--- src/rtl/xbus_decoder_pkg.sv ---
// Shared definitions for the xbus address decoder: FSM state encoding,
// default bus widths and the slave-index width helper.
package xbus_decoder_pkg;

    typedef enum logic [1:0] {
        ST_IDLE = 2'd0,
        ST_ACC  = 2'd1,
        ST_RESP = 2'd2
    } xbus_state_t;

    localparam int XBUS_DEF_ADDR_W  = 12;
    localparam int XBUS_DEF_DATA_W  = 32;
    localparam int XBUS_AW_FIELD_W  = 5;

    // A single slave still needs a one-bit index register.
    function automatic int xbus_idx_w(input int n_slv);
        return (n_slv > 1) ? $clog2(n_slv) : 1;
    endfunction

endpackage

--- src/rtl/xbus_region_match.sv ---
// Combinational region decoder: raw per-slave hit vector, any-hit flag and
// the index of the lowest-numbered matching slave.
module xbus_region_match
    import xbus_decoder_pkg::*;
#(
    parameter int                                 ADDR_W   = XBUS_DEF_ADDR_W,
    parameter int                                 N_SLV    = 4,
    parameter logic [N_SLV*ADDR_W-1:0]            SLV_BASE = '0,
    parameter logic [N_SLV*XBUS_AW_FIELD_W-1:0]   SLV_AW   = '0,
    parameter int                                 IDX_W    = xbus_idx_w(N_SLV)
)(
    input  logic [ADDR_W-1:0] i_addr,
    output logic [N_SLV-1:0]  o_hit_vec,
    output logic [IDX_W-1:0]  o_idx,
    output logic              o_hit
);

    for (genvar g = 0; g < N_SLV; g++) begin : g_region
        localparam int AW_G = int'(SLV_AW[g*XBUS_AW_FIELD_W +: XBUS_AW_FIELD_W]);
        localparam logic [ADDR_W-1:0] MASK_G = {ADDR_W{1'b1}} << AW_G;
        assign o_hit_vec[g] = ((i_addr & MASK_G) == SLV_BASE[g*ADDR_W +: ADDR_W]);
    end

    // Scan from the top down so the lowest matching index is written last.
    always_comb begin
        o_idx = '0;
        for (int i = N_SLV - 1; i >= 0; i--) begin
            if (o_hit_vec[i]) begin
                o_idx = IDX_W'(i);
            end
        end
    end

    assign o_hit = |o_hit_vec;

endmodule

--- src/rtl/xbus_decoder.sv ---
// Handshaked picoversat data-bus decoder with registered response.
// Optional XBUS_TIMEOUT_EN adds the ACC timeout counter and its error path.
//
//   state   | meaning
//   IDLE    | waiting for a master request
//   ACC     | slave selected, waiting for its ready (or timeout)
//   RESP    | one-cycle ack with err/rdata valid; request ignored
module xbus_decoder
    import xbus_decoder_pkg::*;
#(
    parameter int                                 ADDR_W   = XBUS_DEF_ADDR_W,
    parameter int                                 DATA_W   = XBUS_DEF_DATA_W,
    parameter int                                 N_SLV    = 4,
    parameter logic [N_SLV*ADDR_W-1:0]            SLV_BASE = {12'hC00, 12'h800, 12'h400, 12'h000},
    parameter logic [N_SLV*XBUS_AW_FIELD_W-1:0]   SLV_AW   = {5'd10, 5'd10, 5'd10, 5'd10},
    parameter int                                 TIMEOUT  = 16
)(
    input  logic                    i_clk,
    input  logic                    i_rst,
    input  logic                    i_m_req,
    input  logic [ADDR_W-1:0]       i_m_addr,
    output logic                    o_m_ack,
    output logic                    o_m_err,
    output logic [DATA_W-1:0]       o_m_rdata,
    output logic                    o_busy,
    output logic [N_SLV-1:0]        o_slv_sel,
    input  logic [N_SLV-1:0]        i_slv_ready,
    input  logic [N_SLV*DATA_W-1:0] i_slv_rdata,
    output logic                    o_trap
);

    localparam int IDX_W = xbus_idx_w(N_SLV);

    if (N_SLV < 1 || N_SLV > 16) begin : g_bad_n_slv
        $error("xbus_decoder: N_SLV must be in 1..16");
    end
    if (TIMEOUT < 2) begin : g_bad_timeout
        $error("xbus_decoder: TIMEOUT must be at least 2");
    end

    xbus_state_t         r_state;
    logic [IDX_W-1:0]    r_idx;
    logic [N_SLV-1:0]    r_slv_sel;
    logic                r_ack;
    logic                r_err;
    logic                r_trap;
    logic                r_busy;
    logic [DATA_W-1:0]   r_rdata;

    logic [N_SLV-1:0]    w_hit_vec;
    logic [N_SLV-1:0]    w_first_oh;
    logic [IDX_W-1:0]    w_idx;
    logic                w_hit;
    logic                w_rdy_sel;
    logic [DATA_W-1:0]   w_rdata_sel;
    logic                w_timeout;

    xbus_region_match #(
        .ADDR_W   (ADDR_W),
        .N_SLV    (N_SLV),
        .SLV_BASE (SLV_BASE),
        .SLV_AW   (SLV_AW),
        .IDX_W    (IDX_W)
    ) u_match (
        .i_addr    (i_m_addr),
        .o_hit_vec (w_hit_vec),
        .o_idx     (w_idx),
        .o_hit     (w_hit)
    );

    // Isolate the lowest set hit bit so the select matches the encoded index.
    assign w_first_oh = w_hit_vec & ~(w_hit_vec - N_SLV'(1));

    always_comb begin
        w_rdy_sel   = 1'b0;
        w_rdata_sel = '0;
        for (int i = 0; i < N_SLV; i++) begin
            if (r_idx == IDX_W'(i)) begin
                w_rdy_sel   = i_slv_ready[i];
                w_rdata_sel = i_slv_rdata[i*DATA_W +: DATA_W];
            end
        end
    end

`ifdef XBUS_TIMEOUT_EN
    localparam int CNT_W = $clog2(TIMEOUT + 1);
    logic [CNT_W-1:0] r_cnt;
    assign w_timeout = (r_cnt == CNT_W'(TIMEOUT - 1));
`else
    assign w_timeout = 1'b0;
`endif

    always_ff @(posedge i_clk or posedge i_rst) begin
        if (i_rst) begin
            r_state   <= ST_IDLE;
            r_idx     <= '0;
            r_slv_sel <= '0;
            r_ack     <= 1'b0;
            r_err     <= 1'b0;
            r_trap    <= 1'b0;
            r_busy    <= 1'b0;
            r_rdata   <= '0;
`ifdef XBUS_TIMEOUT_EN
            r_cnt     <= '0;
`endif
        end else begin
            r_ack  <= 1'b0;
            r_trap <= 1'b0;
            case (r_state)
                ST_IDLE: begin
                    if (i_m_req) begin
                        r_busy <= 1'b1;
                        if (w_hit) begin
                            r_idx     <= w_idx;
                            r_slv_sel <= w_first_oh;
                            r_state   <= ST_ACC;
                        end else begin
                            r_ack   <= 1'b1;
                            r_err   <= 1'b1;
                            r_trap  <= 1'b1;
                            r_rdata <= '0;
                            r_state <= ST_RESP;
                        end
                    end
                end
                ST_ACC: begin
`ifdef XBUS_TIMEOUT_EN
                    r_cnt <= r_cnt + CNT_W'(1);
`endif
                    // Ready is checked first so a same-cycle timeout loses.
                    if (w_rdy_sel) begin
                        r_rdata   <= w_rdata_sel;
                        r_err     <= 1'b0;
                        r_ack     <= 1'b1;
                        r_slv_sel <= '0;
                        r_state   <= ST_RESP;
                    end else if (w_timeout) begin
                        r_rdata   <= '0;
                        r_err     <= 1'b1;
                        r_trap    <= 1'b1;
                        r_ack     <= 1'b1;
                        r_slv_sel <= '0;
                        r_state   <= ST_RESP;
                    end
                end
                ST_RESP: begin
                    r_busy  <= 1'b0;
                    r_state <= ST_IDLE;
`ifdef XBUS_TIMEOUT_EN
                    r_cnt   <= '0;
`endif
                end
                default: begin
                    r_busy    <= 1'b0;
                    r_slv_sel <= '0;
                    r_state   <= ST_IDLE;
                end
            endcase
        end
    end

    assign o_m_ack   = r_ack;
    assign o_m_err   = r_err;
    assign o_m_rdata = r_rdata;
    assign o_busy    = r_busy;
    assign o_slv_sel = r_slv_sel;
    assign o_trap    = r_trap;

endmodule

--- config.mk ---
export PLATFORM = sky130hd
export DESIGN_NAME = xbus_decoder
export DESIGN_NICKNAME = d
export VERILOG_FILES = /design/src/rtl/xbus_decoder_pkg.sv /design/src/rtl/xbus_region_match.sv /design/src/rtl/xbus_decoder.sv
export SDC_FILE = /design/constraint.sdc
export NUM_CORES = 1
export LEC_CHECK = 0
export CORE_MARGIN = 8
export CORE_UTILIZATION = 54
export DETAILED_ROUTE_END_ITERATION = 7
export DONT_BUFFER_PORTS = 1
export PLACE_DENSITY_LB_ADDON = 0.12
export SLEW_MARGIN = 20
export SYNTH_ARGS = -nofsm -noshare
export SYNTH_HDL_FRONTEND = slang
export SYNTH_SLANG_ARGS = --single-unit
export TNS_END_PERCENT = 10
--- constraint.sdc ---
create_clock -name i_clk -period 2.85 [get_ports i_clk]
set_input_delay 0.7125 -clock i_clk [delete_from_list [all_inputs] [get_ports i_clk]]
set_output_delay 0.7125 -clock i_clk [all_outputs]
set_load 0.005 [all_outputs]
Word-level counts from Yosys, hierarchy flattened. Cells that the tools add are included.

Register bits after elaboration: 44. Input bits: 147. Word-level logic and storage cells: 70.

$add $sub $neg: 1. Eq/ne operators: 12. Muxes and demuxes: 35. Bitwise gates (word level): 4. Reduce and logical (&&, ||, !) cells: 10.

Operators with widths (count): $mux 32 (7); $pmux 32 s2 (1); $mux 2 (7); $logic_not 12->1 (1); $mux 1 (12); $mux 4 (3); $pmux 4 s3 (1); $eq 2x2->1 const B (5); $reduce_and 4->1 (2); $eq 2x1->1 const B (3); $ne 2x2->1 const B (3); $pmux 1 s2 (3); $and 4x4->4 (1); $logic_not 2->1 (2); $not 4->4 (1); $pmux 2 s2 (1); $reduce_and 2->1 (2); $reduce_or 4->1 (1); $sub 4x1->4 const B (1); $reduce_and 3->1 (1); $ne 2x1->1 const B (1); $not 1->1 (2); $reduce_bool 2->1 (1).

Longest topological paths before layout. Gate-level depths: netlist of the first run.

Word-level depth: 7. Mapped depth: 5. Mapped depth without buffers: 3.

Modules after synthesis. From an unflattened synthesis of the first run, not the netlist that was laid out.

Cell total of the unflattened synthesis: 241. Area, all modules: 2806.4 um^2.

By module, submodules not included: xbus_decoder (times used 1, cells an instance 233, area each 2761.4 um^2, seq. area each 1101.1 um^2); xbus_region_match (times used 1, cells an instance 8, area each 45.0 um^2, seq. area each 0.0 um^2).

Least setup slack after synthesis of the first run. No wires, ideal clock.

Path type: input to register. From: input port i_slv_ready[1]. To: register r_rdata[26] (netlist: o_m_rdata[26]). Data arrival time: 1.635 ns. Data required time: 2.723 ns. Path slack: 1.088 ns. Stages on the path: 4. Cells stage by stage: mux2i_1 o22ai_4 buf_6 mux2_1.

Cells in the longest elaborated chain, start to end: 5.

Ends and longest elaborated chain: from (decl) (RTL line xbus_decoder.sv:27) `input logic [N_SLV-1:0] i_slv_ready,`; $mux 1 (3 in series) (RTL line xbus_decoder.sv:78) `if (r_idx == IDX_W'(i)) begin`; $ne 2x2->1 (no source line); $reduce_and 4->1 (no source line); to (signal assigned) (RTL line xbus_decoder.sv:132) `r_rdata <= w_rdata_sel;`; to (decl) (RTL line xbus_decoder.sv:48) `logic [DATA_W-1:0] r_rdata;`.

Every way passes these cells. A chain may end at the register's enable or synchronous reset.

Final worst setup path of the first run.
From: register r_idx[0]. To: register r_rdata[25] (netlist: o_m_rdata[25]).

Cells in the longest elaborated chain, start to end: 7. Elaborated cells between the ends (all ways): 16. Classes of those cells: eq/ne (4); mux (10); reduce/logical (2).

Ends and longest elaborated chain: from (decl) (RTL line xbus_decoder.sv:42) `logic [IDX_W-1:0] r_idx;`; from (signal assigned) (RTL line xbus_decoder.sv:114) `r_idx <= w_idx;`; $logic_not 2->1 (RTL line xbus_decoder.sv:78); $mux 1 or $mux 32 (tied branches) (4 in series) (RTL line xbus_decoder.sv:78); $ne 2x2->1 (no source line) or $mux 32 (tied branches); $reduce_and 4->1 (no source line) or $pmux 32 s2 (tied branches).

Several ways; a longest one is shown, not always the timed one. The select of a mux whose other input is x is not followed.

==> results.ini, run 1 <==
[die]
die_h_um = 84.4
io_pins = 187
core-area_um2 = 4630
dieArea_um2 = 7120
initial_core_util_pct = 54.5
dieWidth_um = 84.4
rows = 25

[power_and_ir_drop]
swShare_pct = 34.7
power_mw = 3.02
power_density_nw_per_um2 = 1150
share_comb_of_total_power_pct = 44.1
p_leak_nw = 1.01
p_switching_mw = 1.05
p_seq_share_pct = 43.8
vdd_drop_max_v = 0.000514
clockPowerShare_pct = 12.1
intPower_mw = 1.97

[worst_setup_path]
cp-startpoint = r_idx[0]$_DFFE_PP0P_
crit_type = reg2reg
critPathRequiredTime_ns = 3.02
slowest_delay_ns = 0.80
cp-end-kind = flop
cp_top_family = flip-flops
path_max_fanout = 22
slowest_stage = dfrtp_2
crit_arrival_ns = 2.29
reg2reg_from = r_idx[0]$_DFFE_PP0P_
crit_path_cell_trace = mux2i_1 -> o22ai_4 -> buf_4 -> mux2_2
path_buf_inv = 1
startpoint_type = flop

[sta]
hold_violations = 0
max_freq_mhz = 472
slew_viol_final = 0
fin_crit_ns = 2.12
finalSetupTns_ns = 0
slew_headroom_pct = 39.0
skew_ns = 0.00558
whs_ns = 0.496
setup_violations = 0
rsz0062_at_grt = false
post-route-period-util_pct = 74.3
max_slew.worst_pin.slew_ns = 0.913

[run_status]
status = finished clean

[placement]
placed_cells = 204
gp_congestion = 0.738
port_buffers = 0
dp_hpwl_um = 5540
placed_area_um2 = 2550

[grt]
grt_max_degree = 45
first_global_vias = 1695
grtUsageTotal_pct = 18.6
grt_overflow_total = 0
grt_pass1_wl_um = 10200
antenna_found_initial = 0

[detailed_routing]
antenna_left = 0
via_per_inst = 6.99
routed-wl-met2_um = 3600
wl_per_cell_um = 31.9
drtIter0Drc = 84
wl_met1_um = 2230
dr.pass1.iters = 4
top_layer = met4
drc_errors = 0
wl_met3_um = 816
drt-total-wl_um = 6720
vias = 1475

[logic_synthesis]
async_flop_share_pct = 100
ys_ff_latch = 44
synth_cell_type_count = 24
postSynthAreaPerCell_um2 = 16.1
synth_edf_count = 0
yosysWarnings = 0
yosys-top-cells-count = dfrtp_1 (44), mux2_2 (33), mux4_2 (32)
synth_area_leaders = dfrtp_1 (44%), mux4_2 (29%), mux2_2 (15%)
syn_nets = 304
netlist_area_um2 = 2520
synth_most_common_cell = dfrtp_1
synthFlopType = dfrtp_1
ys_seq_area_share_pct = 43.6
postSynthCellCount = 157
yosysTopAreaCell = dfrtp_1
synth_top_area_share_pct = 43.6

[clock_tree]
cts_setup_buffers = 0
clk_latency_ns = 0.29
cts_buffer_depth = 2
cts_max_level = 2
path_clk_slew_ns = 0.08
cts_resized = 0
cts_tree = built
cts_made_buffers = 5
postCtsHoldBufs = 0
cts_root_buf = clkbuf_8
cts_sinks = 44

[finish]
drive_gt1_share_pct = 51.0
area_growth_pct = 3.97
fillCellCount = 369
antenna_cells = 0
final_cells = 211
final_area_um2 = 2620
fin_nets = 304

[job]
drv_cap = 0

[worst_hold_path]
min_path_type = in2async

[cells in the final DEF (no fill, tap or decap), types with 3 or more instances in the layout]
cell      count
dfrtp_1      43
mux2_2       33
mux4_2       32
inv_1         6
o22ai_1       5
clkbuf_8      5
buf_4         5
mux2i_1       3
a21oi_1       3
nor2_1        3
[cell type report]
class	instances	area [um^2]	share of cell area, %
multi-input combinational	94	1310	50.0
sequential	44	1100	42.0
clock buffer	6	72.6	2.77
tap	54	67.6	2.58
timing repair buffer	5	37.5	1.43
inverter	7	26.3	1.00
clock inverter	1	5.00	0.191
[worst paths after layout]
check | cells after the start | endpoint | slack, ns
max | 4 | o_m_rdata[25]$_DFFE_PP0P_ | 0.73
max in group asynchronous | 1 | r_idx[0]$_DFFE_PP0P_ | 1.73
max reg2reg | 4 | o_m_rdata[25]$_DFFE_PP0P_ | 0.73
min reg2reg | 1 | o_m_rdata[27]$_DFFE_PP0P_ | 0.54
min in group i_clk | 1 | o_m_rdata[27]$_DFFE_PP0P_ | 0.54
min | 1 | o_m_rdata[6]$_DFFE_PP0P_ | 0.50
[metal layers]
metal  global-route usage (%)  vias to the layer above
li1                         -                      613
met1                     19.0                      751
met2                     33.0                      104
met3                     9.66                        7
met4                     4.05                        0
met5                        0                        -
[through the flow]
step           worst slack (ns)  util (%)
5_1_grt                   0.523      56.7
3_5_place_dp              0.671      55.0
3_3_place_gp              0.740      55.0
4_1_cts                   0.662      56.7
2_1_floorplan              1.09         -
6_report                  0.732      56.7
[flip-flops by register name, summed over array words and instances, names as in the netlist]
signal and count:
o_busy 1, o_m_ack 1, o_m_err 1, o_m_rdata 32
o_slv_sel 4, o_trap 1, r_idx 2, r_state 2
[power groups by stage]
stage,registers (mW),logic (mW),clock network [mW]
5_1_grt,1.39,1.45,0.400
4_1_cts,1.34,1.36,0.377
6_report,1.32,1.33,0.366
3_3_place_gp,1.33,1.30,0
3_5_place_dp,1.35,1.36,0
2_1_floorplan,1.11,1.34,0
[cells by family after synthesis]
group	synth area share [%]
flops	43.6
other cells	0.149
buf+inv	4.36
compound gates	2.93
simple gates	3.57
mux	45.4
Power figures use the tool's default switching activity.
==> run 2, diff against run 1 <==
==> constraint.sdc (replaced) <==
create_clock -name i_clk -period 1.9 [get_ports i_clk]
set_input_delay 0.475 -clock i_clk [delete_from_list [all_inputs] [get_ports i_clk]]
set_output_delay 0.475 -clock i_clk [all_outputs]
set_load 0.005 [all_outputs]
==> run 2 against run 1 <==
Net effect: global-route usage fell by 0.45 points; clock-buffer cell count rose by 2; non-clock buffer count rose by 4; register-to-register slack got worse by 0.58 ns; critical endpoint is now o_m_rdata[24]$_DFFE_PP0P_; combinational power rose by 72%; critical path depth did not move; largest cell class unchanged.
==> results.ini, run 2 (synthesized netlist as in run 1, its figures left out) <==
[sta]
max_slew.worst_pin.slew_ns = 0.517  ; was 0.913 ns
skew_ns = 0.00204  ; was 0.00558 ns
setup_violations = 0  ; unchanged
hold_violations = 0  ; unchanged
slew_viol_final = 0  ; unchanged
finalSetupTns_ns = 0  ; unchanged
finalWorstSetupSlack_ns = 0.149  ; was 0.732 ns
max_freq_mhz = 571  ; was 472 MHz
fin_crit_ns = 1.75  ; was 2.12 ns
rsz0062_at_grt = false  ; unchanged
post-route-period-util_pct = 92.2  ; was 74.3%
slew_headroom_pct = 65.5  ; was 39.0%

[worst_setup_path]
startpoint_type = flop  ; unchanged
cp-startpoint = r_state[1]$_DFFE_PP0P_  ; was r_idx[0]$_DFFE_PP0P_
reg2reg_from = r_state[1]$_DFFE_PP0P_  ; was r_idx[0]$_DFFE_PP0P_
path_max_fanout = 19  ; was 22
worstSetupEndpoint = o_m_rdata[24]$_DFFE_PP0P_  ; was o_m_rdata[25]$_DFFE_PP0P_
crit_arrival_ns = 1.93  ; was 2.29 ns
crit_path_cell_trace = or3b_4 -> o22ai_4 -> buf_12 -> mux2_2  ; was mux2i_1 -> o22ai_4 -> buf_4 -> mux2_2
crit_cells = 4  ; unchanged
ff2ff_path_depth = 4  ; unchanged
slowest_stage = dfrtp_1  ; was dfrtp_2
path_buf_inv = 1  ; unchanged
crit_type = reg2reg  ; unchanged
critPathRequiredTime_ns = 2.08  ; was 3.02 ns
r2r-end = o_m_rdata[24]$_DFFE_PP0P_  ; was o_m_rdata[25]$_DFFE_PP0P_
cp_top_family = flip-flops  ; unchanged
slowest_delay_ns = 0.48  ; was 0.80 ns
cp-end-kind = flop  ; unchanged
r2r_setup_slack_ns = 0.15  ; was 0.73 ns

[grt]
grt_pass1_wl_um = 9990  ; was 10200 um
first_global_vias = 1733  ; was 1695
grt_max_degree = 24  ; was 45
antenna_found_initial = 0  ; unchanged
grtUsageTotal_pct = 18.2  ; was 18.6%
grt_overflow_total = 0  ; unchanged

[detailed_routing]
vias = 1468  ; was 1475
via_per_inst = 6.80  ; was 6.99
drtIter0Drc = 69  ; was 84
dr.pass1.iters = 3  ; was 4
antenna_left = 0  ; unchanged
wl_per_cell_um = 30.6  ; was 31.9 um
drc_errors = 0  ; unchanged
drt-total-wl_um = 6610  ; was 6720 um

[finish]
largest_reg_flops = 32  ; unchanged
drive_gt1_share_pct = 51.9  ; was 51.0%
area_growth_pct = 7.14  ; was 3.97%
mostFrequentLayoutCells = dfrtp_1 (43), mux2_2 (33), mux4_2 (32)  ; unchanged
fillCellCount = 367  ; was 369
final_common_cell = dfrtp_1  ; unchanged
fin_nets = 308  ; was 304
antenna_cells = 0  ; unchanged
final_cells = 216  ; was 211

[power_and_ir_drop]
swShare_pct = 34.0  ; was 34.7%
share_comb_of_total_power_pct = 48.5  ; was 44.1%
p_seq_share_pct = 38.8  ; was 43.8%
p_switching_mw = 1.60  ; was 1.05 mW
vdd_drop_max_v = 0.000856  ; was 0.000514 V
power_density_nw_per_um2 = 1740  ; was 1150 nW/um^2
intPower_mw = 3.11  ; was 1.97 mW
p_leak_nw = 1.05  ; was 1.01 nW
clockPowerShare_pct = 12.6  ; was 12.1%

[placement]
placed_cells = 208  ; was 204
gp_congestion = 0.740  ; was 0.738
place_ws_ns = 0.156  ; was 0.671 ns
dp_hpwl_um = 5510  ; was 5540 um
port_buffers = 0  ; unchanged

[die]
rows = 25  ; unchanged
die_h_um = 84.4  ; unchanged
dieWidth_um = 84.4  ; unchanged
core-area_um2 = 4630  ; unchanged
io_pins = 187  ; unchanged
dieArea_um2 = 7120  ; unchanged
initial_core_util_pct = 54.5  ; unchanged

[clock_tree]
cts_buffer_depth = 2  ; unchanged
cts_root_buf = clkbuf_8  ; unchanged
cts_resized = 0  ; unchanged
postCtsHoldBufs = 0  ; unchanged
cts_setup_buffers = 0  ; unchanged
cts_max_level = 2  ; unchanged
cts_tree = built  ; unchanged
cts_sinks = 44  ; unchanged
path_clk_slew_ns = 0.08  ; about the same
clk_latency_ns = 0.29  ; about the same
cts_made_buffers = 5  ; unchanged

[run_status]
status = finished clean  ; unchanged

[worst_hold_path]
min_path_type = in2async  ; unchanged

[job]
drv_cap = 0  ; unchanged

[run 2: routing by layer]
layer  global-route usage, %  share of wire (%)  wire length [um]  vias to the layer above
li1                        -                  -                 -                      623
met1                    17.4                 32              2120                      744
met2                    33.2                 54              3580                       97
met3                    10.2                 13               881                        4
met4                    3.56               0.42                28                        0
met5                       0                  0                 0                        -
[run 2: how the worst min path moves through the flow]
stage	startpoint	endpoint	slack [ns]	cells past startpoint
finish	i_rst	o_m_rdata[6]$_DFFE_PP0P_	0.09	1
global route	i_rst	o_m_rdata[6]$_DFFE_PP0P_	0.13	1
CTS	i_rst	o_m_rdata[6]$_DFFE_PP0P_	0.11	1
detailed placement	i_rst	o_m_rdata[6]$_DFFE_PP0P_	0.43	1
global placement	i_rst	o_m_rdata[6]$_DFFE_PP0P_	0.41	1
floorplan	o_m_rdata[26]$_DFFE_PP0P_	o_m_rdata[26]$_DFFE_PP0P_	0.48	1
[run 2: layout make-up]
cell class	count	area, um^2	area share, %
multi-input combinational	94	1310	48.5
sequential	44	1100	40.8
timing repair buffer	9	105	3.89
clock buffer	8	90.1	3.33
tap	54	67.6	2.50
inverter	7	26.3	0.972
[run 2: power by group through the flow]
stage	combinational [mW]	clock [mW]	sequential [mW]
global route	2.47	0.651	1.89
global placement	2.22	0	1.84
detailed placement	2.32	0	1.87
finish	2.29	0.595	1.83
floorplan	2.02	0	1.67
CTS	2.33	0.614	1.85
[run 2: stage by stage]
stage	power, mW	area [um^2]	utilization [%]	hold WS (ns)
floorplan	3.69	2520	-	0.483
global placement	4.06	2610	56.5	0.412
CTS	4.79	2700	58.4	0.106
detailed placement	4.19	2610	56.5	0.427
global route	5.01	2700	58.4	0.128
finish	4.71	2700	58.4	0.0933
==> RTL edit 1, RTL diff (flow settings as in run 2) <==
Make the reset (`i_rst`) synchronous in one clocked block.
--- a/src/rtl/xbus_decoder.sv
+++ b/src/rtl/xbus_decoder.sv
@@ -91,5 +91,5 @@
 `endif
 
-    always_ff @(posedge i_clk or posedge i_rst) begin
+    always_ff @(posedge i_clk) begin
         if (i_rst) begin
             r_state   <= ST_IDLE;
Behaviour: differs if i_rst is asserted again (counterexample within 4 cycles, from zero or initial values and one cycle with i_rst high); with i_rst held inactive, the same outputs for 4 cycles.
==> RTL edit 1 against run 2 <==
- wire length down 1.5%
- sequential cell count did not move
- critical path depth is 2 higher
- critical endpoint is now o_m_rdata[13]
- synthesized cell count is 25% higher
- largest cell class unchanged
- cell count grew 14%
- final area decreased by 5.4%
- worst setup slack improved by 75 ps
- sequential share of layout area fell by 6.3 points
- synthesized area is 2.4% lower
- worst hold slack gained 160 ps
- first-iteration DRC count up 49%
- core utilization down 0.072 points
Power is not compared: it rests on default switching activity, and its combinational part moved more than twofold at a synthesized area within 25%.
==> RTL edit 1: results (changes against run 2) <==
layout cell share with drive strength beyond 1 - 0.2629 (was 0.5185)
GPL Wtd Cong - 0.7949 (was 0.7398)
Routed WL - 6508 um (was 6609 um)
core footprint - 4384 um^2 (was 4629 um^2)
worst-case reg-to-reg path depth - 6 (was 4)
met2 Usage GRT - 0.3147 (was 0.3317)
outcome - complete, no violations (unchanged)
gr usage total - 0.1803 (was 0.1818)
maximum clock rate - 596.6 MHz (was 571.0 MHz)
met1 usage - 0.1704 (was 0.1736)
Inverters - 1 (was 7)
crit path capture - o_m_rdata[13] (was o_m_rdata[24])
crit path max-delay cell type - dfxtp_1 (was dfrtp_1)
clock network area share - 0.03523 (was 0.03332)
Synth area leaders - dfxtp_1 36%, mux4_2 29%, mux2i_1 16% (was dfrtp_1 44%, mux4_2 29%, mux2_2 15%)
syn avg cell area - 12.56 um^2 (was 16.07 um^2)
HP Class - in2reg (was in2async)
routed length on met3 - 874 um (was 881 um)
Signal buf overhead - 0.02838 (was 0.03887)
ys flop type - dfxtp_1 (was dfrtp_1)
multi-input gate count - 133 (was 94)
Seq area share - 0.3449 (was 0.4077)
vias in the first global route - 1787 (was 1733)
Async S/R FF share, synth - 0 (was 1.000)
hpwl dp - 5392 um (was 5513 um)
Arrival @ worst endpoint - 1850 ps (was 1930 ps)
[RTL edit 1: cell count changes after synthesis, sizes merged, moves of 3 or more]
cell    before  now
dfrtp       44    0
dfxtp        0   44
mux2i        3   40
mux2        35    1
nor2         3   36
inv          7    1
o22ai        6    1
clkbuf       2    6
nor2b        0    3
[RTL edit 1: worst min-delay path by stage]
| stage | end |
|---|---|
| 2_1_floorplan | o_slv_sel[0] |
| 3_3_place_gp | o_slv_sel[0] |
| 3_5_place_dp | o_m_err |
| 4_1_cts | o_m_rdata[24] |
| 5_1_grt | o_m_rdata[24] |
| 6_report | o_m_rdata[20] |
[RTL edit 1: cells by family after synthesis]
logic type | after synthesis | synth area share
multiplexers | 73 | 0.4599
AND/OR/NAND/NOR | 54 | 0.1047
flip-flops | 44 | 0.3577
buffers and inverters | 19 | 0.05894
AO/OA/AOI/OAI | 5 | 0.01728
other | 1 | 0.001523
==> RTL edit 2, RTL diff (config.mk and constraints of run 2) <==
Made on the original files. `N_SLV` is set to 4 in 2 places; all go to 8.
--- a/src/rtl/xbus_region_match.sv
+++ b/src/rtl/xbus_region_match.sv
@@ -5,5 +5,5 @@
 #(
     parameter int                                 ADDR_W   = XBUS_DEF_ADDR_W,
-    parameter int                                 N_SLV    = 4,
+    parameter int                                 N_SLV    = 8,
     parameter logic [N_SLV*ADDR_W-1:0]            SLV_BASE = '0,
     parameter logic [N_SLV*XBUS_AW_FIELD_W-1:0]   SLV_AW   = '0,
--- a/src/rtl/xbus_decoder.sv
+++ b/src/rtl/xbus_decoder.sv
@@ -11,5 +11,5 @@
     parameter int                                 ADDR_W   = XBUS_DEF_ADDR_W,
     parameter int                                 DATA_W   = XBUS_DEF_DATA_W,
-    parameter int                                 N_SLV    = 4,
+    parameter int                                 N_SLV    = 8,
     parameter logic [N_SLV*ADDR_W-1:0]            SLV_BASE = {12'hC00, 12'h800, 12'h400, 12'h000},
     parameter logic [N_SLV*XBUS_AW_FIELD_W-1:0]   SLV_AW   = {5'd10, 5'd10, 5'd10, 5'd10},
Interface: changed (resized i_slv_rdata, i_slv_ready and o_slv_sel); port bits go from 187 to 323. No check against the original RTL was run, so the function may have changed too.
==> RTL edit 2 against run 2 <==
- power rose by 46%
- wire length grew 130%
- synthesized cell count grew to 3.1 times the old value
- synthesized area is 63% higher
- combinational power increased by 90%
- clock power is 8.9% higher
- count of clock-buffer cells in the layout is the same
- final area increased by 65%
- worst setup slack lost 93 ps
- sequential cell count grew 3
- critical path type unchanged
- largest cell class unchanged
==> RTL edit 2: results (changes against run 2) <==
layout net count - 750 (was 308)
Syn Inst Count - 479 (was 157)
Cells after DPL - 559 (was 208)
critical path's top delay family - multiplexers (was flip-flops)
DRT iter0 DRCs - 159 (was 69)
post-synthesis sequential area ratio - 0.2854 (was 0.4363)
layout cell share with drive strength beyond 1 - 0.2022 (was 0.5185)
fin cells - 568 (was 216)
Post-Synth Adder-Cell Area - 0.02125 (was 0)
max incr delay on CP - 460 ps (was 480 ps)
crit path max-delay cell type - dfrtp_4 (was dfrtp_1)
Synth area leaders - dfrtp_1 29%, a21oi_1 8.7%, mux2_2 8.5% (was dfrtp_1 44%, mux4_2 29%, mux2_2 15%)
count of distinct cell types in the synthesized netlist - 38 (was 24)
Final Skew - 3.850 ps (was 2.038 ps)
post-synthesis compound-gate area fraction - 0.2981 (was 0.02925)
dpl cell area - 4319 um^2 (was 2614 um^2)
Lkg Pwr - 1.842 nW (was 1.049 nW)
outcome - complete, no violations (unchanged)
fillers - 657 (was 367)
Max-slew headroom - 0.6702 (was 0.6548)
CP max FO - 10 (was 19)
drt pass-1 iters - 5 (was 3)
largest net degree at the start of global routing - 57 (was 24)
hpwl dp - 12410 um (was 5513 um)
Synthesized Nets - 765 (was 304)
gr usage total - 0.2562 (was 0.1818)
first-pass GRT wire length - 21070 um (was 9991 um)
Worst VDD drop - 0.0007526 V (was 0.0008560 V)
mux cell area share after synthesis - 0.2149 (was 0.4536)
==> RTL edit 2: cell count changes after synthesis, sizes merged, moves of 7 or more <==
| cell | change |
|---|---|
| o31ai | +19 |
| nand2 | +59 |
| clkbuf | +20 |
| mux2i | +18 |
| ha | +7 |
| o22ai | +14 |
| nor2 | +25 |
| a22oi | +18 |
| o21ai | +19 |
| buf | +17 |
| a21oi | +69 |
| mux4 | -18 |
| a221oi | +31 |
==> RTL edit 2: through the flow <==
| stage | worst slack [ps] | setup TNS, ps | power (mW) |
|---|---|---|---|
| after floorplan | 129.5 | 0 | 4.988 |
| after global placement | 81.63 | 0 | 6.072 |
| after detailed placement | 36.42 | 0 | 6.165 |
| after CTS | 33.02 | 0 | 6.824 |
| after global routing | -43.27 | -235.3 | 7.384 |
| final | 55.74 | 0 | 6.861 |
==> RTL edit 2: metal layers <==
layer,GRT usage,routed length (um),vias up
met5,0,0,-
met4,0.07898,354,0
met3,0.08501,1729,28
met2,0.4369,7486,239
met1,0.2968,5409,1790
li1,-,-,1781
==> RTL edit 2: power by group <==
group	internal (mW)	total (mW)	switching [mW]
combinational	2.09	4.34	2.25
clock	0.332	0.648	0.315
sequential	1.42	1.88	0.456
==> RTL edit 2: timing repair <==
item / 4_1_cts / 5_1_grt
gates resized for setup: 0 / 11
hold buffers: 0 / 0
setup endpoints to repair: 0 / 35
==> RTL edit 2: path summary, 6_finish.rpt <==
check,from,to,slack (ps),cells past startpoint
setup / recovery,r_idx[0],o_m_rdata[19],60,5
hold / removal,i_rst,o_trap,80,1
setup reg to reg,r_idx[0],o_m_rdata[19],60,5
hold reg to reg,r_state[1],o_busy,520,1
max in group asynchronous,i_rst,r_idx[0],1300,2
min in group i_clk,i_slv_rdata[252],o_m_rdata[28],400,2
==> RTL edit 2: final cells by class <==
cell class	instances	area [um^2]	share of cell area
multi-input combinational	370	2675	0.5996
sequential	47	1181	0.2647
timing repair buffer	27	326.6	0.07319
tap	102	127.6	0.02860
clock buffer	8	100.1	0.02243
inverter	13	48.80	0.01094
antenna	1	2.502	0.0005609
==> RTL edit 2: logic make-up (layout without fill, tap and decap cells) <==
kind of cell,count (synthesis),in the layout
flops,47,47
simple gates,106,106
fa+ha+maj,7,7
compound gates,190,190
other cells,0,1
mux,67,67
buf+inv,62,48
